## src/rtl/bbox_msg_reader.sv

```systemverilog
// +----------------------------------------------------------------------+
// | bbox_msg_reader: polls a mailbox slave and emits bounding-box records |
// | Rev 1.0                                                              |
// +----------------------------------------------------------------------+
`default_nettype none

module bbox_msg_reader #(
  parameter int          POLL_INTERVAL = 1000,
  parameter logic [31:0] MSG_ID        = 32'h00524242,
  parameter logic [31:0] EXPECTED_ID   = 32'h1234EEE2
) (
  input  logic        clk,
  input  logic        reset_n,
  input  logic        enable,
  output logic        m_chipselect,
  output logic        m_read,
  output logic        m_write,
  output logic [2:0]  m_address,
  output logic [31:0] m_writedata,
  input  logic [31:0] m_readdata,
  output logic        bb_valid,
  input  logic        bb_ready,
  output logic [10:0] bb_left,
  output logic [10:0] bb_top,
  output logic [10:0] bb_right,
  output logic [10:0] bb_bottom,
  output logic        bb_none,
  output logic        id_ok,
  output logic        fault,
  output logic [7:0]  resync_count
);

  localparam int            c_CW     = (POLL_INTERVAL > 1) ? $clog2(POLL_INTERVAL) : 1;
  localparam logic [c_CW-1:0] c_RELOAD = c_CW'(POLL_INTERVAL - 1);

  typedef enum logic [3:0] {
    ID_RD, ID_WAIT, FAULT, POLL_WAIT, ST_RD, ST_WAIT, HDR_RD, HDR_WAIT,
    W1_RD, W1_WAIT, W2_RD, W2_WAIT, EMIT, FLUSH
  } state_t;

  state_t          r_state;
  state_t          w_next;
  logic            r_run;
  logic [c_CW-1:0] r_cnt;
  logic [10:0]     r_left, r_top, r_right, r_bottom;
  logic            r_none, r_id_ok, r_fault;
  logic [7:0]      r_resync;
  logic            w_rd, w_wr, w_valid;
  logic [2:0]      w_addr;
  logic [31:0]     w_wdata;

  // r_run keeps ID_RD silent during the reset cycle so the first strobe follows release
  always_ff @(posedge clk) begin
    if (!reset_n) begin
      r_state <= ID_RD;
      r_run   <= 1'b0;
    end else begin
      r_state <= w_next;
      r_run   <= 1'b1;
    end
  end

  always_comb begin
    w_next  = r_state;
    w_rd    = 1'b0;
    w_wr    = 1'b0;
    w_addr  = 3'd0;
    w_wdata = 32'h0;
    w_valid = 1'b0;
    case (r_state)
      ID_RD: begin
        if (r_run) begin
          w_rd   = 1'b1;
          w_addr = 3'd2;
          w_next = ID_WAIT;
        end
      end
      ID_WAIT:   w_next = (m_readdata == EXPECTED_ID) ? POLL_WAIT : FAULT;
      FAULT:     w_next = FAULT;
      POLL_WAIT: if (r_cnt == '0 && enable) w_next = ST_RD;
      ST_RD: begin
        w_rd   = 1'b1;
        w_next = ST_WAIT;
      end
      ST_WAIT:   w_next = (m_readdata[15:8] >= 8'd3) ? HDR_RD : POLL_WAIT;
      HDR_RD: begin
        w_rd   = 1'b1;
        w_addr = 3'd1;
        w_next = HDR_WAIT;
      end
      HDR_WAIT:  w_next = (m_readdata == MSG_ID) ? W1_RD : FLUSH;
      W1_RD: begin
        w_rd   = 1'b1;
        w_addr = 3'd1;
        w_next = W1_WAIT;
      end
      W1_WAIT:   w_next = W2_RD;
      W2_RD: begin
        w_rd   = 1'b1;
        w_addr = 3'd1;
        w_next = W2_WAIT;
      end
      W2_WAIT:   w_next = EMIT;
      EMIT: begin
        w_valid = 1'b1;
        if (bb_ready) w_next = ST_RD;
      end
      FLUSH: begin
        w_wr    = 1'b1;
        w_wdata = 32'h0000_0010;
        w_next  = POLL_WAIT;
      end
      default:   w_next = ID_RD;
    endcase
  end

  always_ff @(posedge clk) begin
    if (!reset_n) begin
      r_cnt    <= '0;
      r_left   <= 11'd0;
      r_top    <= 11'd0;
      r_right  <= 11'd0;
      r_bottom <= 11'd0;
      r_none   <= 1'b0;
      r_id_ok  <= 1'b0;
      r_fault  <= 1'b0;
      r_resync <= 8'd0;
    end else begin
      case (r_state)
        ID_WAIT: begin
          if (m_readdata == EXPECTED_ID) begin
            r_id_ok <= 1'b1;
            r_cnt   <= '0;
          end else begin
            r_fault <= 1'b1;
          end
        end
        POLL_WAIT: if (r_cnt != '0) r_cnt <= r_cnt - 1'b1;
        ST_WAIT:   if (m_readdata[15:8] < 8'd3) r_cnt <= c_RELOAD;
        HDR_WAIT: begin
          if (m_readdata != MSG_ID && r_resync != 8'hFF) r_resync <= r_resync + 1'b1;
        end
        W1_WAIT: begin
          r_left <= m_readdata[26:16];
          r_top  <= m_readdata[10:0];
        end
        W2_WAIT: begin
          r_right  <= m_readdata[26:16];
          r_bottom <= m_readdata[10:0];
          r_none   <= (m_readdata[26:16] < r_left);
        end
        FLUSH:   r_cnt <= '0;
        default: ;
      endcase
    end
  end

  assign m_read       = w_rd;
  assign m_write      = w_wr;
  assign m_chipselect = w_rd | w_wr;
  assign m_address    = w_addr;
  assign m_writedata  = w_wdata;
  assign bb_valid     = w_valid;
  assign bb_left      = r_left;
  assign bb_top       = r_top;
  assign bb_right     = r_right;
  assign bb_bottom    = r_bottom;
  assign bb_none      = r_none;
  assign id_ok        = r_id_ok;
  assign fault        = r_fault;
  assign resync_count = r_resync;

endmodule

`default_nettype wire

```

## config.mk

```make
export PLATFORM = sky130hd
export DESIGN_NAME = bbox_msg_reader
export DESIGN_NICKNAME = d
export VERILOG_FILES = /design/src/rtl/bbox_msg_reader.sv
export SDC_FILE = /design/constraint.sdc
export NUM_CORES = 1
export LEC_CHECK = 0
export BUFFER_PORTS_ARGS = -buffer_cell sky130_fd_sc_hd__buf_2
export CAP_MARGIN = 20
export CELL_PAD_IN_SITES_DETAIL_PLACEMENT = 1
export CELL_PAD_IN_SITES_GLOBAL_PLACEMENT = 2
export CORE_UTILIZATION = 27
export DETAILED_ROUTE_END_ITERATION = 16
export PLACE_DENSITY = 0.78
export SYNTH_ARGS = -nofsm -noshare
export SYNTH_HDL_FRONTEND = slang
export SYNTH_SLANG_ARGS = --single-unit
```

## constraint.sdc

```tcl
create_clock -name clk -period 2.6 [get_ports clk]
set_input_delay 0.26 -clock clk [delete_from_list [all_inputs] [get_ports clk]]
set_output_delay 0.26 -clock clk [all_outputs]
set_load 0.01 [all_outputs]
```

After elaboration in Yosys (flattened, before gate mapping)
Cells that the tools add are included.

storage, ports and cells
  register bits after elaboration = 70
  input port bits = 36
  output and inout bits = 94
  word-level logic and storage cells = 73

cells by class
  add/sub/neg operators = 2
  order comparisons = 3
  equal/unequal tests = 23
  multiplexer cells = 19
  bitwise logic cells = 2
  reduce and logical (&&, ||, !) cells = 13

operators with widths
  kind                   count
  $pmux 4 s14            1
  $pmux 10 s4            1
  $eq 32x23->1 const B   1
  $eq 32x29->1 const B   1
  $ne 32x23->1 const B   1
  $mux 10                3
  $eq 4x4->1 const B     6
  $eq 4x3->1 const B     4
  $mux 4                 3
  $ne 2x2->1 const B     6
  $lt 11x11->1           1
  $logic_not 10->1       1
  $reduce_bool 10->1     1
  $sub 10x1->10 const B  1
  $add 8x1->8 const B    1
  $eq 4x2->1 const B     2
  $ge 8x2->1 const B     1
  $lt 8x2->1 const B     1
  $ne 8x8->1 const B     1
  $mux 3                 2
  $reduce_and 2->1       3
  $mux 1                 5
  $mux 5                 1
  $eq 4x1->1 const B     1
  other kinds (12)       13

Depth between registers and ports, before layout
  word-level depth = 4
  mapped depth = 9
  gate-level depth less buffers = 8

Least setup slack after synthesis
OpenSTA, ideal clock, no wires.

  path type = flip-flop to flip-flop
  start = register r_cnt[4]
  end = register r_state[0]
  library setup time = 122 ps
  data arrival time = 1,720 ps
  required time = 2,478 ps
  slack = 758 ps
  cell stages (with the launch flop) = 7
  buffers on the path = 0
  clock period less this slack = 1,842 ps
  cell sequence = dfxtp_1 or3_1 or3_1 nor2_1 a41o_1 o21ai_0 o311a_1

on the way
  word-level cells in the longest chain between the ends = 4

ends and longest elaborated chain
  item                        line  text
  start, declared             44    logic [c_CW-1:0] r_cnt;
  start signal, assigned      138   POLL_WAIT: if (r_cnt != '0) r_cnt <= r_cnt - 1'b1;
  start signal, assigned      139   ST_WAIT: if (m_readdata[15:8] < 8'd3) r_cnt <= c_RELOAD;
  $logic_not 10->1            80    POLL_WAIT: if (r_cnt == '0 && enable) w_next = ST_RD;
  $logic_and 1x1->1           80
  $ne 2x2->1 (no line)        --
  $reduce_and 3->1 (no line)  --
  end signal, assigned        58    r_state <= w_next;
  end, declared               41    state_t r_state;

No other way between the ends.
A chain may end at the register's enable or synchronous reset.

Final worst setup path
  start = register r_state[3]
  end = register r_cnt[4]

on the way
  word-level cells in the longest chain between the ends = 3
  elaborated cells on any way between the ends = 10
  classes of those cells = eq/ne (7); mux (1); reduce/logical (2)

ends and longest elaborated chain
  item                                                       line  text
  $eq 4x3->1 (tied with other cells)                         129   case (r_state)
  $reduce_bool 4->1 (no line) or $ne 2x2->1 (tied branches)  --
  $reduce_and 4->1 (no line)                                 --

Several ways; a longest one is shown, not always the timed one.

==> results.cfg <==
[placed_design]
gp_congestion = 0.7723
dpl_worst_slack_ns = 0.2166
port_buffers = 97
dp.cells = 731
hpwl_um = 8657

[clocking]
cts_tree = built
htreeDepth = 3
cts-buffers-inserted = 9
cts-root-buf = clkbuf_16
post_cts_resized = 0
cts_setup_buffers = 0
hold_buffers = 0
worstSkewPairLatency_ns = 0.33
ctsLongestPathBuffers = 2
path_clk_slew_ns = 0.06
cts.sinks = 70

[route]
drt_pass1_iterations = 4
vias = 3533
routed_wl_um = 11590
drtIter0Drc = 181
vias_per_cell = 4.742
post_drt_wl_per_cell_um = 15.56
ant_nets = 0
drc = 0

[pwr]
switching_power_mw = 0.8636
power_leakage_nw = 1.913
p_clk_frac = 0.396
cell_internal_pwr_mw = 2.057
p_per_area_mw_per_mm2 = 652.4
combPwrFrac = 0.211
max-vdd-ir-drop_mv = 0.2858
p_seq_frac = 0.393
power_mw = 2.921
p_sw_frac = 0.2957

[grt]
antenna_found_initial = 0
grt_use_total = 0.1709
overflow = 0
grt_max_degree = 30
grt_pass1_vias = 3563
grt_pass1_wl_um = 18760

[timing]
tns_ns = 0
min_period_ns = 2.142
setup_viol = 0
rsz0062_at_grt = no
relSlewSlack = 0.5087
post-route-period-util = 0.8238
hold_violations = 0
drv_slew = 0
clock.fmax_mhz = 466.9
tightest_slew_ns = 0.7354
holdWs_ns = 0.1848
final.setup.worst_slack_ns = 0.4582
fin_skew_ns = 0.005383

[logic_synthesis]
synth_top_area_frac = 0.3871
postSynthCellCount = 473
avgSynthCellArea_sq_um = 7.653
synthFlopType = dfxtp_1
syn_area_sq_mm = 0.003620
ys_types = 53
synth-edff-count = 0
ys_seq_area_frac = 0.3871
post-synth-top-count-cell = nand2_1
yosysTopAreaCell = dfxtp_1
synth_common_cells = nand2_1, dfxtp_1, a21oi_1, buf_4, nor2_1
yosysWarnings = 0
ys_async_sr_fraction = 0
synth_area_leaders = dfxtp_1, nand2_1, a21oi_1
yosys_register_bits = 70

[worst_setup_path]
critPathKind = register to register
rrSetupSlack_ns = 0.46
reg2regPathDepth = 6
worstPathRequired_ns = 2.87
crit_arrival_ns = 2.41
r2r-start = r_state[3]$_SDFFE_PN0P_
worst_r2r_endpoint = r_cnt[4]$_SDFFE_PN0P_
critPathCaptureType = register
path_max_fanout = 18
start_kind = register

[floorplanning]
die_area_sq_mm = 0.01387
top_level_ports = 130
core_area_sq_mm = 0.01282
rows = 41
fp.dieW_um = 117.8
initial_utilization = 0.2822
die_h_um = 117.8

[hold_path]
holdPathEnd = bb_top[1]$_SDFFE_PN0P_
hold_class = input port to register
min_path_cells = 3
hold_start = m_readdata[1]

[finish]
fin_nets = 619
stdcell_count = 745
diodes = 0
areaGrowthSynthToFinish_pct = 23.68
drive_above_1_share = 0.2269

[flow_run]
max-cap-violations = 0

[run_status]
status = finished, final reports clean
[state kept, by name, summed over array words and instances, names as in the netlist]
name,cells
bb_bottom,11
bb_left,11
bb_none,1
bb_right,11
bb_top,11
fault,1
id_ok,1
r_cnt,10
r_run,1
r_state,4
resync_count,8
[worst max-delay path by stage]
stage,from,endpoint,slack [ns]
finish,r_state[3]$_SDFFE_PN0P_,r_cnt[4]$_SDFFE_PN0P_,0.46
global route,r_state[3]$_SDFFE_PN0P_,r_cnt[4]$_SDFFE_PN0P_,0.27
CTS,r_state[3]$_SDFFE_PN0P_,r_cnt[4]$_SDFFE_PN0P_,0.45
detailed placement,m_readdata[16],r_cnt[4]$_SDFFE_PN0P_,0.22
global placement,m_readdata[24],r_state[0]$_SDFFE_PN0P_,0.31
floorplan,r_cnt[4]$_SDFFE_PN0P_,r_state[0]$_SDFFE_PN0P_,0.76
[power groups by stage]
stage / clock network (mW) / logic (mW) / registers [mW]
4_1_cts: 1.18 / 0.621 / 1.15
2_1_floorplan: 0 / 0.469 / 1.15
3_3_place_gp: 0 / 0.606 / 1.17
3_5_place_dp: 0 / 0.616 / 1.17
5_1_grt: 1.24 / 0.699 / 1.15
6_report: 1.16 / 0.615 / 1.15
[layer usage]
| metal | routed length (um) | track usage | vias up |
|---|---|---|---|
| li1 | - | - | 1742 |
| met1 | 5424 | 0.2186 | 1701 |
| met2 | 5580 | 0.2890 | 83 |
| met3 | 507 | 0.04264 | 7 |
| met4 | 80 | 0.03446 | 0 |
| met5 | 0 | 0 | - |
[cell type report]
class                      instances  area [sq um]
fill                            1596          8348
multi-input combinational        365          1949
timing repair buffer             110         583.1
sequential                        70          1401
inverter                          14         52.55
clock inverter                     1         5.005
clock buffer                      13         270.3
tap                              172         215.2
[metrics by stage]
step,area (sq um),utilization
3_5_place_dp,4202,0.3276
5_1_grt,4477,0.3491
3_3_place_gp,4202,0.3276
6_report,4477,0.3491
2_1_floorplan,3736,-
4_1_cts,4477,0.3491
[cells in the final DEF, fill, tap and decap left out, types with 2 or more instances in the layout]
cell / count
a211oi_1: 4
a21o_1: 6
a21oi_1: 62
and2_1: 2
and3_1: 6
and4_1: 2
buf_2: 97
buf_4: 13
clkbuf_16: 9
clkbuf_8: 3
conb_1: 32
dfxtp_1: 70
ha_1: 13
inv_1: 13
mux2i_1: 3
nand2_1: 103
nand2b_1: 7
nand3_1: 10
nand4_1: 6
nand4b_1: 2
nor2_1: 33
nor2b_1: 2
nor3_1: 7
nor4_1: 3
nor4b_1: 5
o211ai_1: 2
o21ai_0: 19
o31ai_1: 2
or3_1: 5
xnor2_1: 6
[logic make-up (layout without fill, tap and decap cells)]
logic type      count (synthesis)  in the layout  synth area share
xor+xnor                        6              6           0.01452
fa+ha+maj                      13             13           0.04494
buf+inv                        69            138            0.1065
mux                             3              3          0.008296
simple gates                  204            204            0.2672
flops                          70             70            0.3871
other cells                     1             32          0.001036
compound gates                107            107            0.1704
[critical path: stages, from the launching register on]
cell	delay [ns]
dfxtp_1	0.55
nor2_1	0.15
and3_1	0.26
a211oi_2	0.31
o21ai_2	0.26
or3_1	0.41
a21oi_1	0.14
No activity file was read; power rests on OpenSTA's default activity.
